--- config.mk ---
export PLATFORM = sky130hd
export DESIGN_NAME = cs_y_collector_flat
export DESIGN_NICKNAME = d
export VERILOG_FILES = /design/src/rtl/cs_y_collector_if.sv /design/src/rtl/cs_y_collector.sv /design/src/flat_wrapper.sv
export SDC_FILE = /design/constraint.sdc
export NUM_CORES = 1
export LEC_CHECK = 0
export CAP_MARGIN = 40
export CORE_MARGIN = 5
export CORE_UTILIZATION = 57
export CTS_BUF_LIST = sky130_fd_sc_hd__clkbuf_8 sky130_fd_sc_hd__clkbuf_16
export CTS_CLUSTER_DIAMETER = 40
export CTS_CLUSTER_SIZE = 30
export DETAILED_ROUTE_END_ITERATION = 16
export PLACE_DENSITY = 0.8
export SYNTH_ARGS = -nofsm -noshare
export SYNTH_HDL_FRONTEND = slang
export SYNTH_SLANG_ARGS = --single-unit
--- constraint.sdc ---
create_clock -name clk -period 3.3 [get_ports clk]
set_input_delay 0.66 -clock clk [delete_from_list [all_inputs] [get_ports clk]]
set_output_delay 0.66 -clock clk [all_outputs]
set_load 0.02 [all_outputs]
--- src/rtl/cs_y_collector_if.sv ---
// Consumer-facing sample stream of the CS Y collector: head sample,
// non-empty flag and the consumer's accept strobe.
interface cs_y_collector_if;
   logic [9:0] out_data;
   logic       out_valid;
   logic       out_ready;

   // The collector drives data/valid and listens to ready
   modport master (output out_data, output out_valid, input out_ready);

   // The consumer listens to data/valid and drives ready
   modport slave (input out_data, input out_valid, output out_ready);
endinterface

--- src/rtl/cs_y_collector.sv ---
// Downstream stage of the CS filter. Once the CS window has filled, it
// takes one Y sample per clock into a small first-word-fall-through FIFO.
// The FIFO decouples the free-running filter from a consumer that may stall.
// The block also keeps overflow statistics and the running maximum of Y.
module cs_y_collector #(
   parameter int WARMUP = 9,
   parameter int DEPTH  = 8,
   parameter int AW     = 3
) (
   input  logic                clk,
   input  logic                reset,
   input  logic [9:0]          Y,
   input  logic                clr,
   cs_y_collector_if.master    stream,
   output logic [AW:0]         count,
   output logic                full,
   output logic                ovf,
   output logic [7:0]          drop_cnt,
   output logic [9:0]          y_max
);

   localparam int WW = (WARMUP > 0) ? $clog2(WARMUP + 1) : 1;
   localparam logic [WW-1:0] WARM_LAST  = WW'(WARMUP);
   localparam logic [AW:0]   COUNT_FULL = (AW + 1)'(DEPTH);

   logic [WW-1:0] warm_cnt;
   logic          sample_en;
   logic [AW-1:0] rd_ptr;
   logic [AW-1:0] wr_ptr;
   logic [9:0]    mem [DEPTH];
   logic          pop;
   logic          drop;
   logic          push;

   // A sample is only lost when the FIFO is full and nothing leaves on the
   // same edge. A simultaneous pop frees a slot, so a push into a full FIFO
   // still succeeds on that edge.
   assign sample_en        = (warm_cnt == WARM_LAST);
   assign pop              = stream.out_valid & stream.out_ready;
   assign drop             = sample_en & full & ~pop;
   assign push             = sample_en & ~drop;
   assign full             = (count == COUNT_FULL);
   assign stream.out_valid = (count != '0);
   assign stream.out_data  = mem[rd_ptr];

   // Count edges after reset release until the CS window is full, then hold
   always_ff @(posedge clk or posedge reset) begin
      if (reset) begin
         warm_cnt <= '0;
      end else if (!sample_en) begin
         warm_cnt <= warm_cnt + 1'b1;
      end
   end

   // Storage array; contents are meaningless until written, so no reset
   always_ff @(posedge clk) begin
      if (push) begin
         mem[wr_ptr] <= Y;
      end
   end

   // Pointers wrap naturally because DEPTH is a power of two
   always_ff @(posedge clk or posedge reset) begin
      if (reset) begin
         rd_ptr <= '0;
         wr_ptr <= '0;
         count  <= '0;
      end else begin
         if (push) begin
            wr_ptr <= wr_ptr + 1'b1;
         end
         if (pop) begin
            rd_ptr <= rd_ptr + 1'b1;
         end
         if (push && !pop) begin
            count <= count + 1'b1;
         end else if (pop && !push) begin
            count <= count - 1'b1;
         end
      end
   end

   // clr wins over a same-edge update, so its Y never reaches the stats
   always_ff @(posedge clk or posedge reset) begin
      if (reset) begin
         ovf      <= 1'b0;
         drop_cnt <= '0;
         y_max    <= '0;
      end else if (clr) begin
         ovf      <= 1'b0;
         drop_cnt <= '0;
         y_max    <= '0;
      end else if (sample_en) begin
         if (Y > y_max) begin
            y_max <= Y;
         end
         if (drop) begin
            ovf <= 1'b1;
            if (drop_cnt != 8'hFF) begin
               drop_cnt <= drop_cnt + 8'd1;
            end
         end
      end
   end

endmodule
--- src/flat_wrapper.sv ---
// flat-port wrapper written by rule: the top's interface ports become plain ports
module cs_y_collector_flat 
#(
   parameter int WARMUP = 9,
   parameter int DEPTH  = 8,
   parameter int AW     = 3
)
  (clk, reset, Y, clr, count, full, ovf, drop_cnt, y_max, stream_out_data, stream_out_valid, stream_out_ready);
  cs_y_collector_if stream_i ();
  input  logic clk;
  input  logic reset;
  input  logic [9:0] Y;
  input  logic clr;
  output logic [AW:0] count;
  output logic full;
  output logic ovf;
  output logic [7:0] drop_cnt;
  output logic [9:0] y_max;
  output wire logic [$bits(stream_i.out_data)-1:0] stream_out_data;
  output wire logic [$bits(stream_i.out_valid)-1:0] stream_out_valid;
  input wire logic [$bits(stream_i.out_ready)-1:0] stream_out_ready;
  assign stream_out_data = stream_i.out_data;
  assign stream_out_valid = stream_i.out_valid;
  assign stream_i.out_ready = stream_out_ready;
  cs_y_collector #(.WARMUP(WARMUP), .DEPTH(DEPTH), .AW(AW)) u_core (.clk(clk), .reset(reset), .Y(Y), .clr(clr), .stream(stream_i), .count(count), .full(full), .ovf(ovf), .drop_cnt(drop_cnt), .y_max(y_max));
endmodule
==> impl_results.md <==
- Sequential share of power: 36.4%
- Placer congestion estimate: 0.755
- Top-count cell post-synth: edfxtp_1
- Crit-path slowest cell: clkdlybuf4s50_1
- CTS clk-pin slew, worst paths: 0.06 ns
- Synth cell types: 37
- Worst skew pair latency: 0.51 ns
- Clock root buffer: clkbuf_8
- Resize count post-CTS: 0
- Number of post-CTS setup repair buffers: 0
- Leak: 2.37 nW
- Average wire per standard cell: 19.0 um
- Combinational share of power: 32.8%
- Critical Path Max Stage Delay: 0.55 ns
- Fmax: 319 MHz
- Die area: 10800 um^2
- DR DRC count: 0
- Synth warnings: 0
- PD cells: 911 nW/um^2
- Sequence of cells on the critical path: buf_12 -> mux4_2 -> mux2_2 -> clkdlybuf4s50_1
- Synth cell count leaders: edfxtp_1, dfrtp_1, nand2b_1, mux4_2, nor2_1
- Req. time, crit path: 2.64 ns
- Total grt overflow: 0
- Hold Fails Final Rpt: 0
- DR WL met3: 641 um
- Buffers on Ports: 48
- Worst slew pin tran: 0.765 ns
- Number of synthesized flops with an enable pin: 80
- Detail Placement HPWL: 6380 um
- Final #Nets: 426
- Top cells by area, synth: edfxtp_1, dfrtp_1, mux4_2
- Synth Instances: 318
- Synth area leader: edfxtp_1
- Worst-path maximum fanout: 22
- WP data arrival: 2.48 ns
- Core area: 8640 um^2
- Max VDD drop: 0.435 mV
- CP startpoint kind: register
- Dominant register cell in the synthesized netlist: edfxtp_1
- Die Y: 104 um
- Via count: 2854
- Share of layout cells above drive strength 1: 22.9%
- Max_slew headroom: 48.9%
- Int Power: 0.00396 W
- Routed WL: 9770 um
- Total track usage: 19.9%
- Post-synth top area share: 47.9%
- WHS: 0.513 ns
- Starting DRT DRC Count: 157
- Crit Path Class: reg2out
- CTS tree: built
- Synth Cell Area: 5010 um^2
- Clock share of power: 30.7%
- Setup TNS: 0 ns
- Final period util: 95.1%
- Hold Path Class: reg2reg
- Worst setup EP type: output pin
- Area growth from synthesis to layout: 26.1%
- RSZ-0062 raised after global routing: false
- Status: completed
- CTS Buffer Depth: 2
- Synth Area per Inst: 15.8 um^2
- Post-layout util: 73.2%
- Max-cap violations: 0
- Sequential share of the synthesized area: 64.4%
- Pin count of the biggest net entering global routing: 34
- Bufs and invs on worst path: 2
- Power Total: 0.00575 W
- Met2 WL: 4800 um
- Antenna Nets Post-Route: 0
- DIE WIDTH: 104 um
- Syn nets: 351
- Final setup viols: 0
- First-pass GRT wire length: 16300 um
- Largest delay share family, worst path: multiplexers
- Switching Share: 31.1%
- Top Metal Used: met4
- # H-tree levels: 4
- Min Tclk post-route: 3.14 ns
- Diode count: 0
- Vias per cell: 5.55
- Max-slew violation count: 0
- Worst Skew: 0.00661 ns
- Yosys reg bits: 113
- Hold_buf cts: 0
- Antenna violations before repair: 0
- WL met1: 4180 um
- Drt pass-1 iters: 4
- Sw Pwr: 0.00179 W
- I/O pin count: 49
- Initial cell density of the core: 58.1%
- Total clock sinks: 113
- CTS buffer count: 17
- Async SR Flop Fraction: 29.2%
- Vias in the first global route: 3121
- Rows: 34
cell usage in the layout (no fill, tap or decap), types with 15 or more instances in the layout:
| cell type | n |
|---|---|
| nor2_1 | 19 |
| ha_1 | 18 |
| buf_4 | 18 |
| edfxtp_1 | 80 |
| inv_1 | 17 |
| clkdlybuf4s50_1 | 48 |
| clkbuf_16 | 16 |
| xnor2_1 | 15 |
| dfrtp_1 | 33 |
| mux4_2 | 20 |
| nand2b_1 | 23 |
| nand2_1 | 16 |
power by group through the flow:
stage / sequential (W) / clock (W) / combinational (W)
after global placement: 0.00209 / 0 / 0.00187
final: 0.00210 / 0.00177 / 0.00189
after detailed placement: 0.00212 / 0 / 0.00190
after floorplan: 0.00210 / 0 / 0.00117
after global routing: 0.00214 / 0.00188 / 0.00205
after CTS: 0.00210 / 0.00180 / 0.00192
through the flow:
| stage | cells | instance area [um^2] | worst slack [ns] |
|---|---|---|---|
| 3_5_place_dp | 482 | 5730 | 0.243 |
| 6_report | 514 | 6320 | 0.160 |
| 2_1_floorplan | 318 | 5010 | 0.500 |
| 4_1_cts | 514 | 6320 | 0.102 |
| 5_1_grt | 514 | 6320 | 0.0713 |
| 3_3_place_gp | 482 | 5730 | 0.351 |
cell type report:
cell class / count / area (um^2)
Sequential cell: 113 / 3230
Fill cell: 533 / 2320
Multi-Input combinational cell: 177 / 1670
Timing Repair Buffer: 67 / 636
Clock buffer: 17 / 414
Clock inverter: 15 / 174
Tap cell: 108 / 135
Inverter: 17 / 63.8
worst register-to-register path: cells and delay by family (launching register included):
kind	cells	cell delay [ns]
compound gates	3	0.69
simple gates	2	0.64
buf+inv	2	0.25
xor+xnor	2	0.27
fa+ha+maj	2	0.49
flops	1	0.45
flip-flops by register name (all words and copies together) (netlist names):
signal and count:
u_core.drop_cnt 8, u_core.wr_ptr 3, u_core.ovf 1, u_core.warm_cnt 4, u_core.rd_ptr 3, u_core.count 4
u_core.y_max 10, u_core.mem 80
cell families after synthesis:
logic type | after synthesis | synth area share [%]
AO/OA/AOI/OAI | 17 | 1.92
AND/OR/NAND/NOR | 82 | 9.83
XOR/XNOR | 17 | 2.97
multiplexers | 42 | 13.7
flip-flops | 113 | 64.4
buffers and inverters | 28 | 2.32
adder cells (fa/ha/maj) | 19 | 4.89
routing by layer:
layer | up-vias | track usage, %
li1 | 1333 | -
met1 | 1409 | 25.9
met2 | 100 | 31.9
met3 | 12 | 5.22
met4 | 0 | 8.05
met5 | - | 0
final timing paths:
| kind | endpoint | slack [ns] | cells after the start | start |
|---|---|---|---|---|
| min | u_core.warm_cnt[3] | 0.51 | 1 | u_core.warm_cnt[3] |
| max reg2reg | u_core.count[3] | 0.39 | 11 | u_core.count[0] |
| min reg2reg | u_core.warm_cnt[3] | 0.51 | 1 | u_core.warm_cnt[3] |
| max | stream_out_data[4] | 0.16 | 4 | u_core.rd_ptr[0] |
| min in group asynchronous | u_core.ovf | 0.54 | 3 | reset |
| max in group asynchronous | u_core.drop_cnt[3] | 2.46 | 3 | reset |
No activity file was read; power rests on OpenSTA's default activity.
==> patch 1: new RTL, same settings <==
Register the output `drop_cnt` once more, with the module's reset; this adds one clock of latency there. The other outputs are not delayed to match.
--- a/src/rtl/cs_y_collector.sv
+++ b/src/rtl/cs_y_collector.sv
@@ -23,4 +23,6 @@
    localparam logic [WW-1:0] WARM_LAST  = WW'(WARMUP);
    localparam logic [AW:0]   COUNT_FULL = (AW + 1)'(DEPTH);
+
+   logic [7:0] drop_cnt_s0;
 
    logic [WW-1:0] warm_cnt;
@@ -85,9 +87,9 @@
       if (reset) begin
          ovf      <= 1'b0;
-         drop_cnt <= '0;
+         drop_cnt_s0 <= '0;
          y_max    <= '0;
       end else if (clr) begin
          ovf      <= 1'b0;
-         drop_cnt <= '0;
+         drop_cnt_s0 <= '0;
          y_max    <= '0;
       end else if (sample_en) begin
@@ -97,6 +99,6 @@
          if (drop) begin
             ovf <= 1'b1;
-            if (drop_cnt != 8'hFF) begin
-               drop_cnt <= drop_cnt + 8'd1;
+            if (drop_cnt_s0 != 8'hFF) begin
+               drop_cnt_s0 <= drop_cnt_s0 + 8'd1;
             end
          end
@@ -104,3 +106,11 @@
    end
 
+   always_ff @(posedge clk or posedge reset) begin
+      if (reset) begin
+         drop_cnt <= '0;
+      end else begin
+         drop_cnt <= drop_cnt_s0;
+      end
+   end
+
 endmodule
Check against the original RTL: no difference found for any inputs over 10 cycles, from zero or initial values and one cycle with reset high; that may be too few to reach the edited logic, so the function may still have changed.
==> patch 1 against the unedited design <==
Synthesized area grew 2.7%. Sequential cell count grew 8. Design area grew 1.6%. Wire length grew 3.8%. Critical path depth is the same. Total power shrank 0.76%. Cell count grew 1.6%. First-iteration DRC count grew 25%. Worst setup slack gained 0.013 ns. Die area grew 2.4%. Clock power shrank 8%. Utilization grew 0.076 points.
==> patch 1: results (changes against the unedited design) <==
* DP Cell Count at 491 (was 482)
* Smallest hold slack at 0.425 ns (was 0.513 ns)
* Global-route wire length before repair at 16,600 um (was 16,300 um)
* Arithmetic-cell share of the synthesized area counting full adders, half adders and majority gates at 0.0476 (was 0.0489)
* Post-detailed-placement cell area at 0.00590 mm^2 (was 0.00573 mm^2)
* Global Route Usage Sum at 0.197 (was 0.199)
* Result of the run: finished clean (unchanged)
* Weighted congestion at the end of routability-driven global placement at 0.795 (was 0.755)
* Layout net count at 435 (was 426)
* Share of the yosys chip area belonging to registers at 0.666 (was 0.644)
* Worst max-slew margin expressed relative to the limit at 0.462 (was 0.489)
* Post-synthesis xor/xnor area fraction at 0.0255 (was 0.0297)
* Launch instance of the worst min-delay path: u_core.drop_cnt_s0[1] (was u_core.warm_cnt[3])
* Most used standard cells in the synthesized netlist: sky130_fd_sc_hd__edfxtp_1 (80), sky130_fd_sc_hd__dfrtp_1 (41), sky130_fd_sc_hd__nand2b_1 (23) (was sky130_fd_sc_hd__edfxtp_1 (80), sky130_fd_sc_hd__dfrtp_1 (33), sky130_fd_sc_hd__nand2b_1 (23))
* Largest net degree at the start of global routing at 42 (was 34)
* Area contributors post-synth: sky130_fd_sc_hd__edfxtp_1 (47%), sky130_fd_sc_hd__dfrtp_1 (20%), sky130_fd_sc_hd__mux4_2 (8.8%) (was sky130_fd_sc_hd__edfxtp_1 (48%), sky130_fd_sc_hd__dfrtp_1 (16%), sky130_fd_sc_hd__mux4_2 (9.0%))
* Leakage power at 0.00246 uW (was 0.00237 uW)
* Share of the synthesized area in compound gates (AO/OA/AOI/OAI) at 0.0199 (was 0.0192)
* DR WL/cell at 19.4 um (was 19.0 um)
* Multiplexer area fraction after synthesis at 0.133 (was 0.137)
* HPWL Detailed at 6500 um (was 6380 um)
* Async S/R FF share, synth at 0.339 (was 0.292)
* Largest registers: u_core.mem x80, u_core.y_max x10 (was u_core.mem x80, u_core.y_max x10, u_core.drop_cnt x8)
* Fin Clk Skew at 0.00741 ns (was 0.00661 ns)
* Top achievable clock speed at 0.320 GHz (was 0.319 GHz)
* Fraction of final layout cells sized beyond drive strength 1 at 0.208 (was 0.229)
[patch 1: cell families after synthesis]
kind of cell,count (synthesis)
adder cells (fa/ha/maj),19
multiplexers,42
AO/OA/AOI/OAI,18
AND/OR/NAND/NOR,83
XOR/XNOR,15
buffers and inverters,25
flip-flops,121
[patch 1: power groups by stage]
| stage | combinational (uW) | sequential, uW | clock (uW) |
|---|---|---|---|
| after floorplan | 1170 | 2200 | 0 |
| after global routing | 2040 | 2230 | 1720 |
| after CTS | 1930 | 2190 | 1640 |
| final | 1900 | 2190 | 1620 |
| after detailed placement | 1920 | 2210 | 0 |
| after global placement | 1870 | 2190 | 0 |
[patch 1: area by class of cell]
type,count,area (um^2)
clock inverters,14,110
multi-input cells,177,1620
well taps,108,135
inverters,16,60.1
flip-flops and latches,121,3430
repair buffers,69,651
clock buffers,17,414
fillers,523,2340
[patch 1: metal layers]
metal,wire (um),vias up,global-route usage,part of all wire
li1,-,1355,-,-
met1,4360,1442,0.270,0.43
met2,5020,99,0.317,0.49
met3,645,9,0.0469,0.064
met4,117,0,0.0575,0.012
met5,0,-,0,0
[patch 1: worst max-delay path: stages (launching register included)]
cell,delay (ns)
sky130_fd_sc_hd__dfrtp_1,0.37
sky130_fd_sc_hd__buf_12,0.22
sky130_fd_sc_hd__mux4_2,0.54
sky130_fd_sc_hd__mux2_2,0.28
sky130_fd_sc_hd__clkdlybuf4s50_1,0.54
[patch 1: worst paths after layout]
kind | cells after the start | end
worst max-delay path | 4 | stream_out_data[8]
worst min-delay path | 0 | u_core.drop_cnt[1]
worst max register to register | 11 | u_core.count[3]
worst min register to register | 0 | u_core.drop_cnt[1]
max in group asynchronous | 3 | u_core.y_max[0]
min in group asynchronous | 3 | u_core.drop_cnt_s0[2]
==> patch 2: new RTL, same settings <==
Without the edit above. `WARMUP` is set to 9 in 2 places; all go to 18.
--- a/src/rtl/cs_y_collector.sv
+++ b/src/rtl/cs_y_collector.sv
@@ -4,5 +4,5 @@
 // The block also keeps overflow statistics and the running maximum of Y.
 module cs_y_collector #(
-   parameter int WARMUP = 9,
+   parameter int WARMUP = 18,
    parameter int DEPTH  = 8,
    parameter int AW     = 3
--- a/src/flat_wrapper.sv
+++ b/src/flat_wrapper.sv
@@ -2,5 +2,5 @@
 module cs_y_collector_flat 
 #(
-   parameter int WARMUP = 9,
+   parameter int WARMUP = 18,
    parameter int DEPTH  = 8,
    parameter int AW     = 3
Formal check against the unedited RTL: same outputs for any inputs over 10 cycles, from zero or initial values and one cycle with reset high; that may be too few to reach the edited logic, so the function may still have changed.
==> patch 2 against the unedited design <==
Combinational power increased by 4%. Worst setup slack got worse by 0.056 ns. Total power increased by 5.1%. Global-route usage increased by 0.94 points. Largest cell class unchanged. Synthesized area decreased by 0.30%. Sequential cell count increased by 1. Design area increased by 1.2%. Wire length increased by 9.0%. Count of clock-buffer cells in the layout unchanged. Critical path type unchanged. Largest power group unchanged. Cell count increased by 0.58%.
==> patch 2: results (changes against the unedited design) <==
* Result of the run: finished clean (unchanged)
* Arithmetic-cell share of the synthesized area counting full adders, half adders and majority gates at 0.0491 (was 0.0489)
* Met1 WL at 4360 um (was 4180 um)
* Global Route Usage Sum at 0.208 (was 0.199)
* Wire length on met2 at 5350 um (was 4800 um)
* Fin Clk Skew at 0.00567 ns (was 0.00661 ns)
* Reg-to-reg slack, setup at 0.49 ns (was 0.39 ns)
* Global-route wire length before repair at 17,000 um (was 16,300 um)
* Share of the yosys chip area belonging to registers at 0.651 (was 0.644)
* Share of power burned in registers at 0.353 (was 0.364)
* 1st-iter DRT viols at 200 (was 157)
* Async S/R FF share, synth at 0.298 (was 0.292)
* Via/cell ratio at 5.69 (was 5.55)
* Crit path setup slack, layout at 0.104 ns (was 0.160 ns)
* Clock power share at 0.324 (was 0.307)
* DP Cell Count at 484 (was 482)
* Cell count of the worst reg-to-reg path at 12 (was 11)
* Launch instance of the worst min-delay path: u_core.warm_cnt[4] (was u_core.warm_cnt[3])
* Post-detailed-placement cell area at 0.00574 mm^2 (was 0.00573 mm^2)
* Leakage power at 0.00247 uW (was 0.00237 uW)
* Weighted congestion at the end of routability-driven global placement at 0.807 (was 0.755)
* HPWL Detailed at 6540 um (was 6380 um)
* Largest net degree at the start of global routing at 35 (was 34)
* Setup WS pre-CTS at 0.289 ns (was 0.243 ns)
* Multiplexer area fraction after synthesis at 0.141 (was 0.137)
* Final cell utilization of the core at 0.741 (was 0.732)
* Fillers at 493 (was 533)
* Worst max-slew margin expressed relative to the limit at 0.444 (was 0.489)
* Internal cell power at 4170 uW (was 3960 uW)
* Share of the synthesized area in compound gates (AO/OA/AOI/OAI) at 0.0243 (was 0.0192)
* Most used standard cells in the synthesized netlist: sky130_fd_sc_hd__edfxtp_1 (80), sky130_fd_sc_hd__dfrtp_1 (34), sky130_fd_sc_hd__nand2b_1 (23) (was sky130_fd_sc_hd__edfxtp_1 (80), sky130_fd_sc_hd__dfrtp_1 (33), sky130_fd_sc_hd__nand2b_1 (23))
* Post-synthesis xor/xnor area fraction at 0.0280 (was 0.0297)
* Final routed wirelength across all metal layers at 10,600 um (was 9770 um)
* Arrival time reported for the critical path endpoint at 2.54 ns (was 2.48 ns)
* Layout net count at 429 (was 426)
* WL met3 at 791 um (was 641 um)
-- patch 2: cell types whose count changed after synthesis, moves of 2 or more --
cell / change
sky130_fd_sc_hd__xnor2_1: -5
sky130_fd_sc_hd__xor2_1: +4
sky130_fd_sc_hd__inv_1: -2
sky130_fd_sc_hd__mux2i_1: +2
sky130_fd_sc_hd__nor4b_4: -2
sky130_fd_sc_hd__o21ai_0: -2
-- patch 2: worst max-delay path, cell delays in order, from the launching register on --
cell and delay (ns):
sky130_fd_sc_hd__dfrtp_2 0.47, sky130_fd_sc_hd__clkbuf_16 0.22, sky130_fd_sc_hd__mux4_2 0.49, sky130_fd_sc_hd__mux2_2 0.29, sky130_fd_sc_hd__clkdlybuf4s50_1 0.54
-- patch 2: layout make-up --
class	count	share of cell area
inverter	16	0.00939
clock inverter	15	0.0346
sequential	114	0.509
tap	108	0.0211
timing repair buffer	69	0.104
clock buffer	17	0.0647
multi-input combinational	178	0.257
